**src/rtl/trigger_rx_pulse_scheduler.sv**
```systemverilog
// Trigger RX pulse scheduler: delays received timestamps, queues the targets
// and fires a fixed-width DIO pulse when WR time reaches each one.
module trigger_rx_pulse_scheduler #(
  parameter int g_queue_depth    = 16,
  parameter int g_pulse_width    = 8,
  parameter int g_cycles_per_sec = 125000000
) (
  input  logic        clk_ref_i,
  input  logic        rst_n_i,
  input  logic        enable_i,
  input  logic        rst_cnt_i,
  input  logic [27:0] delay_c_i,
  input  logic        ts_valid_i,
  output logic        ts_ready_o,
  input  logic [39:0] ts_tai_i,
  input  logic [27:0] ts_cycles_i,
  input  logic        tm_time_valid_i,
  input  logic [39:0] tm_tai_i,
  input  logic [27:0] tm_cycles_i,
  output logic        pulse_o,
  output logic [$clog2(g_queue_depth):0] queue_count_o,
  output logic [31:0] cnt_sched_o,
  output logic [31:0] cnt_miss_o
);

  localparam int AW = $clog2(g_queue_depth);
  localparam int CW = AW + 1;
  localparam int PW = (g_pulse_width > 1) ? $clog2(g_pulse_width) : 1;
  localparam logic [28:0] CPS  = 29'(g_cycles_per_sec);
  localparam logic [27:0] DMAX = 28'(g_cycles_per_sec - 1);

  typedef enum logic [1:0] {IDLE, LOAD, WAIT, PULSE} state_t;

  state_t state, state_nxt;

  logic          accept;
  logic [27:0]   dly;
  logic [28:0]   sum;
  logic          wrap;
  logic [27:0]   add_cyc;
  logic [39:0]   add_tai;

  logic          stg_vld;
  logic [39:0]   stg_tai;
  logic [27:0]   stg_cyc;

  logic [67:0]   mem [g_queue_depth];
  logic [AW-1:0] wr_ptr, rd_ptr;
  logic [CW-1:0] count, count_nxt;
  logic [CW:0]   occ;
  logic          push, pop;
  logic          ready_d;

  logic [67:0]   target, now;
  logic          eq, late;
  logic          hit, miss, pulse;
  logic [PW-1:0] pw_cnt;

  assign accept = ts_valid_i & ts_ready_o;

  // Clamp keeps a single conditional subtract sufficient for the wrap.
  assign dly     = (delay_c_i > DMAX) ? DMAX : delay_c_i;
  assign sum     = {1'b0, ts_cycles_i} + {1'b0, dly};
  assign wrap    = (sum >= CPS);
  assign add_cyc = 28'(wrap ? sum - CPS : sum);
  assign add_tai = ts_tai_i + 40'(wrap);

  always_ff @(posedge clk_ref_i or negedge rst_n_i) begin
    if (!rst_n_i) begin
      stg_vld <= 1'b0;
      stg_tai <= '0;
      stg_cyc <= '0;
    end else if (!enable_i) begin
      stg_vld <= 1'b0;
    end else begin
      stg_vld <= accept;
      if (accept) begin
        stg_tai <= add_tai;
        stg_cyc <= add_cyc;
      end
    end
  end

  assign push      = stg_vld & enable_i;
  assign count_nxt = enable_i ? count + CW'(push) - CW'(pop) : '0;
  assign occ       = {1'b0, count_nxt} + (CW + 1)'(enable_i & accept);
  assign ready_d   = enable_i & (occ < (CW + 1)'(g_queue_depth));

  always_ff @(posedge clk_ref_i) begin
    if (push)
      mem[wr_ptr] <= {stg_tai, stg_cyc};
  end

  always_ff @(posedge clk_ref_i or negedge rst_n_i) begin
    if (!rst_n_i) begin
      wr_ptr     <= '0;
      rd_ptr     <= '0;
      count      <= '0;
      ts_ready_o <= 1'b0;
    end else begin
      count      <= count_nxt;
      ts_ready_o <= ready_d;
      if (!enable_i) begin
        wr_ptr <= '0;
        rd_ptr <= '0;
      end else begin
        if (push) wr_ptr <= wr_ptr + 1'b1;
        if (pop)  rd_ptr <= rd_ptr + 1'b1;
      end
    end
  end

  assign queue_count_o = count;

  assign now  = {tm_tai_i, tm_cycles_i};
  assign eq   = (now == target);
  assign late = (now > target);

  always_ff @(posedge clk_ref_i or negedge rst_n_i) begin
    if (!rst_n_i) begin
      state  <= IDLE;
      target <= '0;
      pw_cnt <= '0;
    end else begin
      state  <= state_nxt;
      if (pop)
        target <= mem[rd_ptr];
      pw_cnt <= (state == PULSE && state_nxt == PULSE) ? pw_cnt + 1'b1 : '0;
    end
  end

  always_comb begin
    state_nxt = state;
    unique case (state)
      IDLE:  if (count != '0) state_nxt = LOAD;
      LOAD:  state_nxt = WAIT;
      WAIT:  if (tm_time_valid_i) begin
               if (eq)        state_nxt = PULSE;
               else if (late) state_nxt = IDLE;
             end
      PULSE: if (pw_cnt == PW'(g_pulse_width - 1)) state_nxt = IDLE;
    endcase
    if (!enable_i)
      state_nxt = IDLE;
  end

  always_comb begin
    pop   = 1'b0;
    pulse = 1'b0;
    hit   = 1'b0;
    miss  = 1'b0;
    unique case (state)
      IDLE:  ;
      LOAD:  pop = 1'b1;
      WAIT:  begin
               hit  = enable_i & tm_time_valid_i & eq;
               miss = enable_i & tm_time_valid_i & late;
             end
      PULSE: pulse = 1'b1;
    endcase
  end

  assign pulse_o = pulse;

  always_ff @(posedge clk_ref_i or negedge rst_n_i) begin
    if (!rst_n_i) begin
      cnt_sched_o <= '0;
      cnt_miss_o  <= '0;
    end else if (rst_cnt_i) begin
      cnt_sched_o <= '0;
      cnt_miss_o  <= '0;
    end else begin
      if (hit)  cnt_sched_o <= cnt_sched_o + 1'b1;
      if (miss) cnt_miss_o  <= cnt_miss_o + 1'b1;
    end
  end

endmodule

```
**config.mk**
```make
export PLATFORM = sky130hd
export DESIGN_NAME = trigger_rx_pulse_scheduler
export DESIGN_NICKNAME = d
export VERILOG_FILES = /design/src/rtl/trigger_rx_pulse_scheduler.sv
export SDC_FILE = /design/constraint.sdc
export NUM_CORES = 2
export LEC_CHECK = 0
export BUFFER_PORTS_ARGS = -buffer_cell sky130_fd_sc_hd__buf_2
export CELL_PAD_IN_SITES_DETAIL_PLACEMENT = 1
export CELL_PAD_IN_SITES_GLOBAL_PLACEMENT = 1
export CORE_MARGIN = 4
export CORE_UTILIZATION = 53
export CTS_CLUSTER_DIAMETER = 200
export DETAILED_ROUTE_END_ITERATION = 6
export MAX_ROUTING_LAYER = met4
export PLACE_DENSITY_LB_ADDON = 0.1
export SLEW_MARGIN = 0
export SYNTH_ARGS = -nofsm -noshare
export SYNTH_HDL_FRONTEND = slang
export SYNTH_SLANG_ARGS = --single-unit
```
**constraint.sdc**
```tcl
create_clock -name clk_ref_i -period 4.4 [get_ports clk_ref_i]
set_input_delay 0 -clock clk_ref_i [delete_from_list [all_inputs] [get_ports clk_ref_i]]
set_output_delay 0 -clock clk_ref_i [all_outputs]
set_load 0.02 [all_outputs]
```
# Word level (Yosys, flattened, before mapping)

Memories as Yosys holds them, arrays and structs flattened. A register that Yosys moved wholly into a read port is not among the register bits.
Cells that the tools add are included.

Flip-flop bits (word level): 152
Output and inout bits: 71
Logic and storage cells: 75
Memory bits (writable): 1088
Memories: 1
Input port bits: 170

Mux-type cells: 26
$lt $le $gt $ge: 4
Bitwise gates (word level): 7
Equal/unequal tests: 8
Add/sub/neg operators: 11
Reduce and logical (&&, ||, !) cells: 7

Memories:

| name | depth | bits a word | read ports | clocked after Yosys merged registers in | wr ports | line | source |
|---|---|---|---|---|---|---|---|
| mem  | 16    | 68          | 1          | 1                                       | 1        | 47   | `logic [67:0] mem [g_queue_depth];` |

Operator list:

| kind                   | number |
|---|---|
| $mux 32                | 4 |
| $eq 68x68->1           | 1 |
| $gt 68x68->1           | 1 |
| $add 32x1->32 const B  | 2 |
| $mux 28                | 2 |
| $add 40x1->40          | 1 |
| $add 28x28->29         | 1 |
| $ge 29x27->1 const B   | 1 |
| $gt 28x27->1 const B   | 1 |
| $sub 28x27->28 const B | 1 |
| $mux 4                 | 4 |
| $mux 2                 | 6 |
| $add 4x1->4 const B    | 2 |
| $pmux 2 s4             | 1 |
| $and 1x1->1            | 7 |
| $mux 1                 | 7 |
| $add 5x1->6            | 1 |
| $eq 2x2->1 const B     | 3 |
| $lt 6x5->1 const B     | 1 |
| $add 5x1->5            | 1 |
| $mux 5                 | 1 |
| $reduce_bool 5->1      | 1 |
| $sub 5x1->5            | 1 |
| $ne 2x1->1 const B     | 2 |
| other kinds (9)        | 10 |

# Longest topological paths before layout

Depth after elaboration: 9
Mapped depth: 38

# Worst setup path before layout

Ideal clock, no wire load.

Kind: input-to-reg
Start point: input delay_c_i[17]
End point: register stg_tai[38]
Arrival time: 5.716 ns
Stages on the path: 38
Path slack: -1.451 ns
Cells stage by stage: nand2_1 nor2_1 nand4_1 a31oi_1 nor4_1 o31ai_1 clkbuf_1 or2_2 ha_1 inv_1 fa_1 nor2b_1 o2111ai_1 nand3_1 nand2_1 inv_1 ha_1 nand2_1 [2 not listed] a221oi_1 o211ai_1 a311oi_2 o21ai_2 a21boi_4 o22ai_4 inv_1 ha_1 ha_1 nand3_1 nor3_1 nand3_1 or2_2 nor2_1 nand4_1 nor2_1 xnor2_1 o21ai_0

Cells in the longest elaborated chain, start to end: 5

RTL lines:

| item                   | line | source |
|---|---|---|
| start: declaration     | 12   | `input logic [27:0] delay_c_i,` |
| $gt 28x27->1           | 62   | `assign dly = (delay_c_i > DMAX) ? DMAX : delay_c_i;` |
| $mux 28 (*)            | 62   |  |
| $add 28x28->29 (*)     | 63   | `assign sum = {1'b0, ts_cycles_i} + {1'b0, dly};` |
| $ge 29x27->1 (*)       | 64   | `assign wrap = (sum >= CPS);` |
| $add 40x1->40 (*)      | 66   | `assign add_tai = ts_tai_i + 40'(wrap);` |
| end signal: assignment | 78   | `stg_tai <= add_tai;` |
| end: declaration       | 44   | `logic [39:0] stg_tai;` |

Every way passes the cells marked *; elsewhere a longest branch is shown, timed or not.
A chain may end at the register's enable or synchronous reset.

# Worst setup path in the final report

Start point: input delay_c_i[13]
End point: register stg_tai[34]

Same word-level chain as after synthesis.

==> impl_metrics.toml <==
[status]
status = "finished, violations left"
violations = "hold timing, setup timing"

[clock_network]
cts_buffers = 134
ctsHoldBuffers = 51
cts_tree = "yes"
ctsLongestPathBuffers = 3
cts_sinks = 1308
clock_latency_ns = 0.73
root_buffer = "clkbuf_16"
clk_pin_slew_ns = 0.06
h-tree-depth = 4

[die]
ios = 241
rows = 118
die_h_um = 330
fp.coreArea_mm2 = 0.103
initial_core_util = 0.533
die_w_um = 330
die_area_mm2 = 0.109

[finish]
fillers = 9144
drive_gt1_frac = 0.314
final_cells = 5218
fin_util = 0.633
syn2layout_area_growth_pct = 18.8
nNetsFinal = 4016

[setup_path]
cp_slowest_cell = "fa_2"
crit_fanout = 7
crit_arrival_ns = 5.72
slowest_delay_ns = 0.36
critical_path.top_delay_family = "compound AO/OA/AOI/OAI gates"
crit_path_end_kind = "flip-flop"
cp.buffers_inverters = 7
crit_type = "input pin to flip-flop"
cp-start-kind = "input pin"
cpMostUsedCell = "ha_4"
required_ns = 4.98

[power_and_ir_drop]
peakVddDrop_mv = 0.295
power_density_mw_per_mm2 = 538
p_leak_nw = 23.2

[sta]
tightest_slew_ns = 1.22
setup_viol = 31
finalCritPeriodShare = 1.17
hold_ws_ns = -0.260
slew_viol_final = 0
hold_violations = 6
max_freq_mhz = 194
setup_slack_ns = -0.743
slew-limit-headroom = 0.188
fin_crit_ns = 5.14
rsz0062_at_grt = "true"
final.setup_skew_ns = 0.0206
tns_ns = -12.48

[route]
drc = 0
routed_via_density = 6.13
first_iter_violations = 2973
dr.pass1.iters = 5
routedWlPerCell_um = 29.0
finalWirelength_um = 151000
antenna_left = 0
vias = 32000

[logic_synthesis]
synth_edf_count = 1088
synth.top_cell.area_share = 0.593
ys_top_cells_by_area = "edfxtp_1 (59%), mux4_2 (14%), dfrtp_1 (10%)"
synth_top_area_cell = "edfxtp_1"
synth_warnings = 0
synth.distinct_cells = 90
synthesis.nets = 3455
synth_async_sr_flop_share = 0.168
syn_area_per_cell_um2 = 17.4
synth_seq_cells = 1308
synth_cells = 3167
syn_area_mm2 = 0.0551
ys_seq_area_frac = 0.693
yosys_most_used_dff = "edfxtp_1"

[global_routing]
antenna_found_initial = 9
grt_pass1_vias = 34900
grt_pass1_wl_um = 225000
grt.total_usage = 0.290
grt_overflow = 0
grt_max_degree = 140

[placement]
dp_hpwl_um = 88700
gp_congestion = 0.825
placed_cells = 4899
numPortBuffers = 240

[flow_run]
drv_cap = 0

[min_path]
min_path_type = "input pin to flip-flop"
[through the flow]
stage	cell area, um^2	power (mW)	setup WS, ns
5_1_grt	65400	36.8	-1.05
2_1_floorplan	55400	21.6	-0.919
3_5_place_dp	60100	24.3	-2.03
3_3_place_gp	60100	23.8	-1.91
6_report	65400	35.2	-0.743
4_1_cts	65100	35.3	-0.970
[worst paths after layout]
kind / start / end / slack [ns] / cells past startpoint
setup / recovery: delay_c_i[13] / stg_tai[34] / -0.74 / 34
hold / removal: ts_tai_i[3] / stg_tai[3] / -0.26 / 3
setup reg to reg: target[17] / cnt_miss_o[16] / 0.44 / 14
hold reg to reg: pw_cnt[0] / pw_cnt[0] / 0.45 / 1
max in group asynchronous: rst_n_i / stg_tai[39] / 3.16 / 4
min in group asynchronous: rst_n_i / target[7] / 0.26 / 3
[what timing repair did]
action | in CTS | in global routing
setup buffers | 14 | 12
gates resized for setup | 67 | 49
pin swaps | 35 | 49
endpoints found under the hold margin | 228 | 6
endpoints found under the setup margin | 39 | 49
[logic make-up (layout without fill, tap and decap cells)]
| group | count (synthesis) | after routing | synth area share |
|---|---|---|---|
| mux | 360 | 360 | 0.143 |
| other cells | 1 | 8 | 0.0000681 |
| xor+xnor | 114 | 114 | 0.0181 |
| buf+inv | 246 | 910 | 0.0172 |
| compound gates | 389 | 389 | 0.0466 |
| fa+ha+maj | 118 | 118 | 0.0271 |
| simple gates | 631 | 631 | 0.0555 |
| flops | 1308 | 1308 | 0.693 |
[layer usage]
layer | vias up | part of all wire | track usage | wire (um)
li1 | 13600 | - | - | -
met1 | 16800 | 0.39 | 0.377 | 58800
met2 | 1275 | 0.51 | 0.483 | 77700
met3 | 222 | 0.074 | 0.0522 | 11200
met4 | 0 | 0.023 | 0.0706 | 3500
met5 | - | 0 | - | 0
[worst reg2reg max path: cells and delay by family, from the launching register on]
kind	cells	cell delay, ns
xor gates and xnor gates	1	0.17
DFF	1	0.34
and+or+nand+nor	5	1.24
adders and majority gates	1	0.30
AOI/OAI and AO/OA	4	1.30
buffers and inverters	3	0.41
[synth_stat cells, drive strengths merged (7+ instances only)]
| master | number |
|---|---|
| a211oi | 11 |
| nand3 | 60 |
| clkbuf | 101 |
| o21a | 7 |
| a21o | 52 |
| nand2 | 215 |
| inv | 111 |
| nand4 | 46 |
| nor3 | 29 |
| xor2 | 63 |
| nor2b | 7 |
| o221ai | 10 |
| o21ai | 167 |
| edfxtp | 1088 |
| buf | 34 |
| mux4 | 340 |
| nor4 | 9 |
| and4 | 7 |
| ha | 116 |
| and2 | 32 |
| or2 | 22 |
| mux2i | 15 |
| and3 | 26 |
| o211ai | 7 |
| xnor2 | 51 |
| or3 | 20 |
| nand2b | 10 |
| dfrtp | 220 |
| a21oi | 71 |
| nor2 | 129 |
[cells in the final DEF (no fill, tap or decap), types with 8 or more instances in the layout]
| master | instances |
|---|---|
| edfxtp_1 | 1088 |
| mux4_2 | 340 |
| buf_2 | 233 |
| buf_4 | 227 |
| dfrtp_1 | 216 |
| nand2_1 | 204 |
| clkbuf_16 | 139 |
| o21ai_0 | 136 |
| nor2_1 | 117 |
| inv_1 | 108 |
| ha_1 | 102 |
| a21oi_1 | 60 |
| xor2_1 | 58 |
| a21o_1 | 50 |
| dlygate4sd3_1 | 50 |
| nand3_1 | 49 |
| nand4_1 | 46 |
| xnor2_1 | 44 |
| clkbuf_1 | 38 |
| buf_12 | 28 |
| and3_1 | 25 |
| o21ai_1 | 24 |
| nor3_1 | 22 |
| clkinv_2 | 21 |
| buf_6 | 20 |
| or3_1 | 19 |
| clkinv_1 | 19 |
| and2_4 | 16 |
| and2_1 | 15 |
| mux2i_1 | 15 |
| or2_2 | 14 |
| ha_4 | 12 |
| clkbuf_8 | 11 |
| a21oi_2 | 9 |
| nand2b_1 | 9 |
| a211oi_1 | 9 |
| o221ai_1 | 8 |
[sequential cells by signal (all words and copies together), names as in the netlist, 4 cells and up]
| name | count |
|---|---|
| target | 68 |
| cnt_sched_o | 32 |
| cnt_miss_o | 32 |
| stg_tai | 40 |
| queue_count_o | 5 |
| mem | 1088 |
| rd_ptr | 4 |
| stg_cyc | 28 |
| wr_ptr | 4 |
[area by class of cell]
| type | instances | area (um^2) | area share |
|---|---|---|---|
| Clock buffer | 188 | 3770 | 0.0576 |
| Clock inverter | 51 | 399 | 0.00610 |
| Timing Repair Buffer | 560 | 4200 | 0.0642 |
| Antenna cell | 7 | 17.5 | 0.000268 |
| Inverter | 111 | 419 | 0.00640 |
| Tap cell | 1380 | 1730 | 0.0264 |
| Multi-Input combinational cell | 1613 | 16700 | 0.255 |
| Sequential cell | 1308 | 38200 | 0.584 |
[power by group]
group	leakage [nW]	internal, mW	total [mW]	switching (mW)
clock	2.05	6.31	10.9	4.58
combinational	8.43	3.50	7.06	3.56
sequential	12.7	15.6	17.2	1.63
No activity file was read; power rests on OpenSTA's default activity.
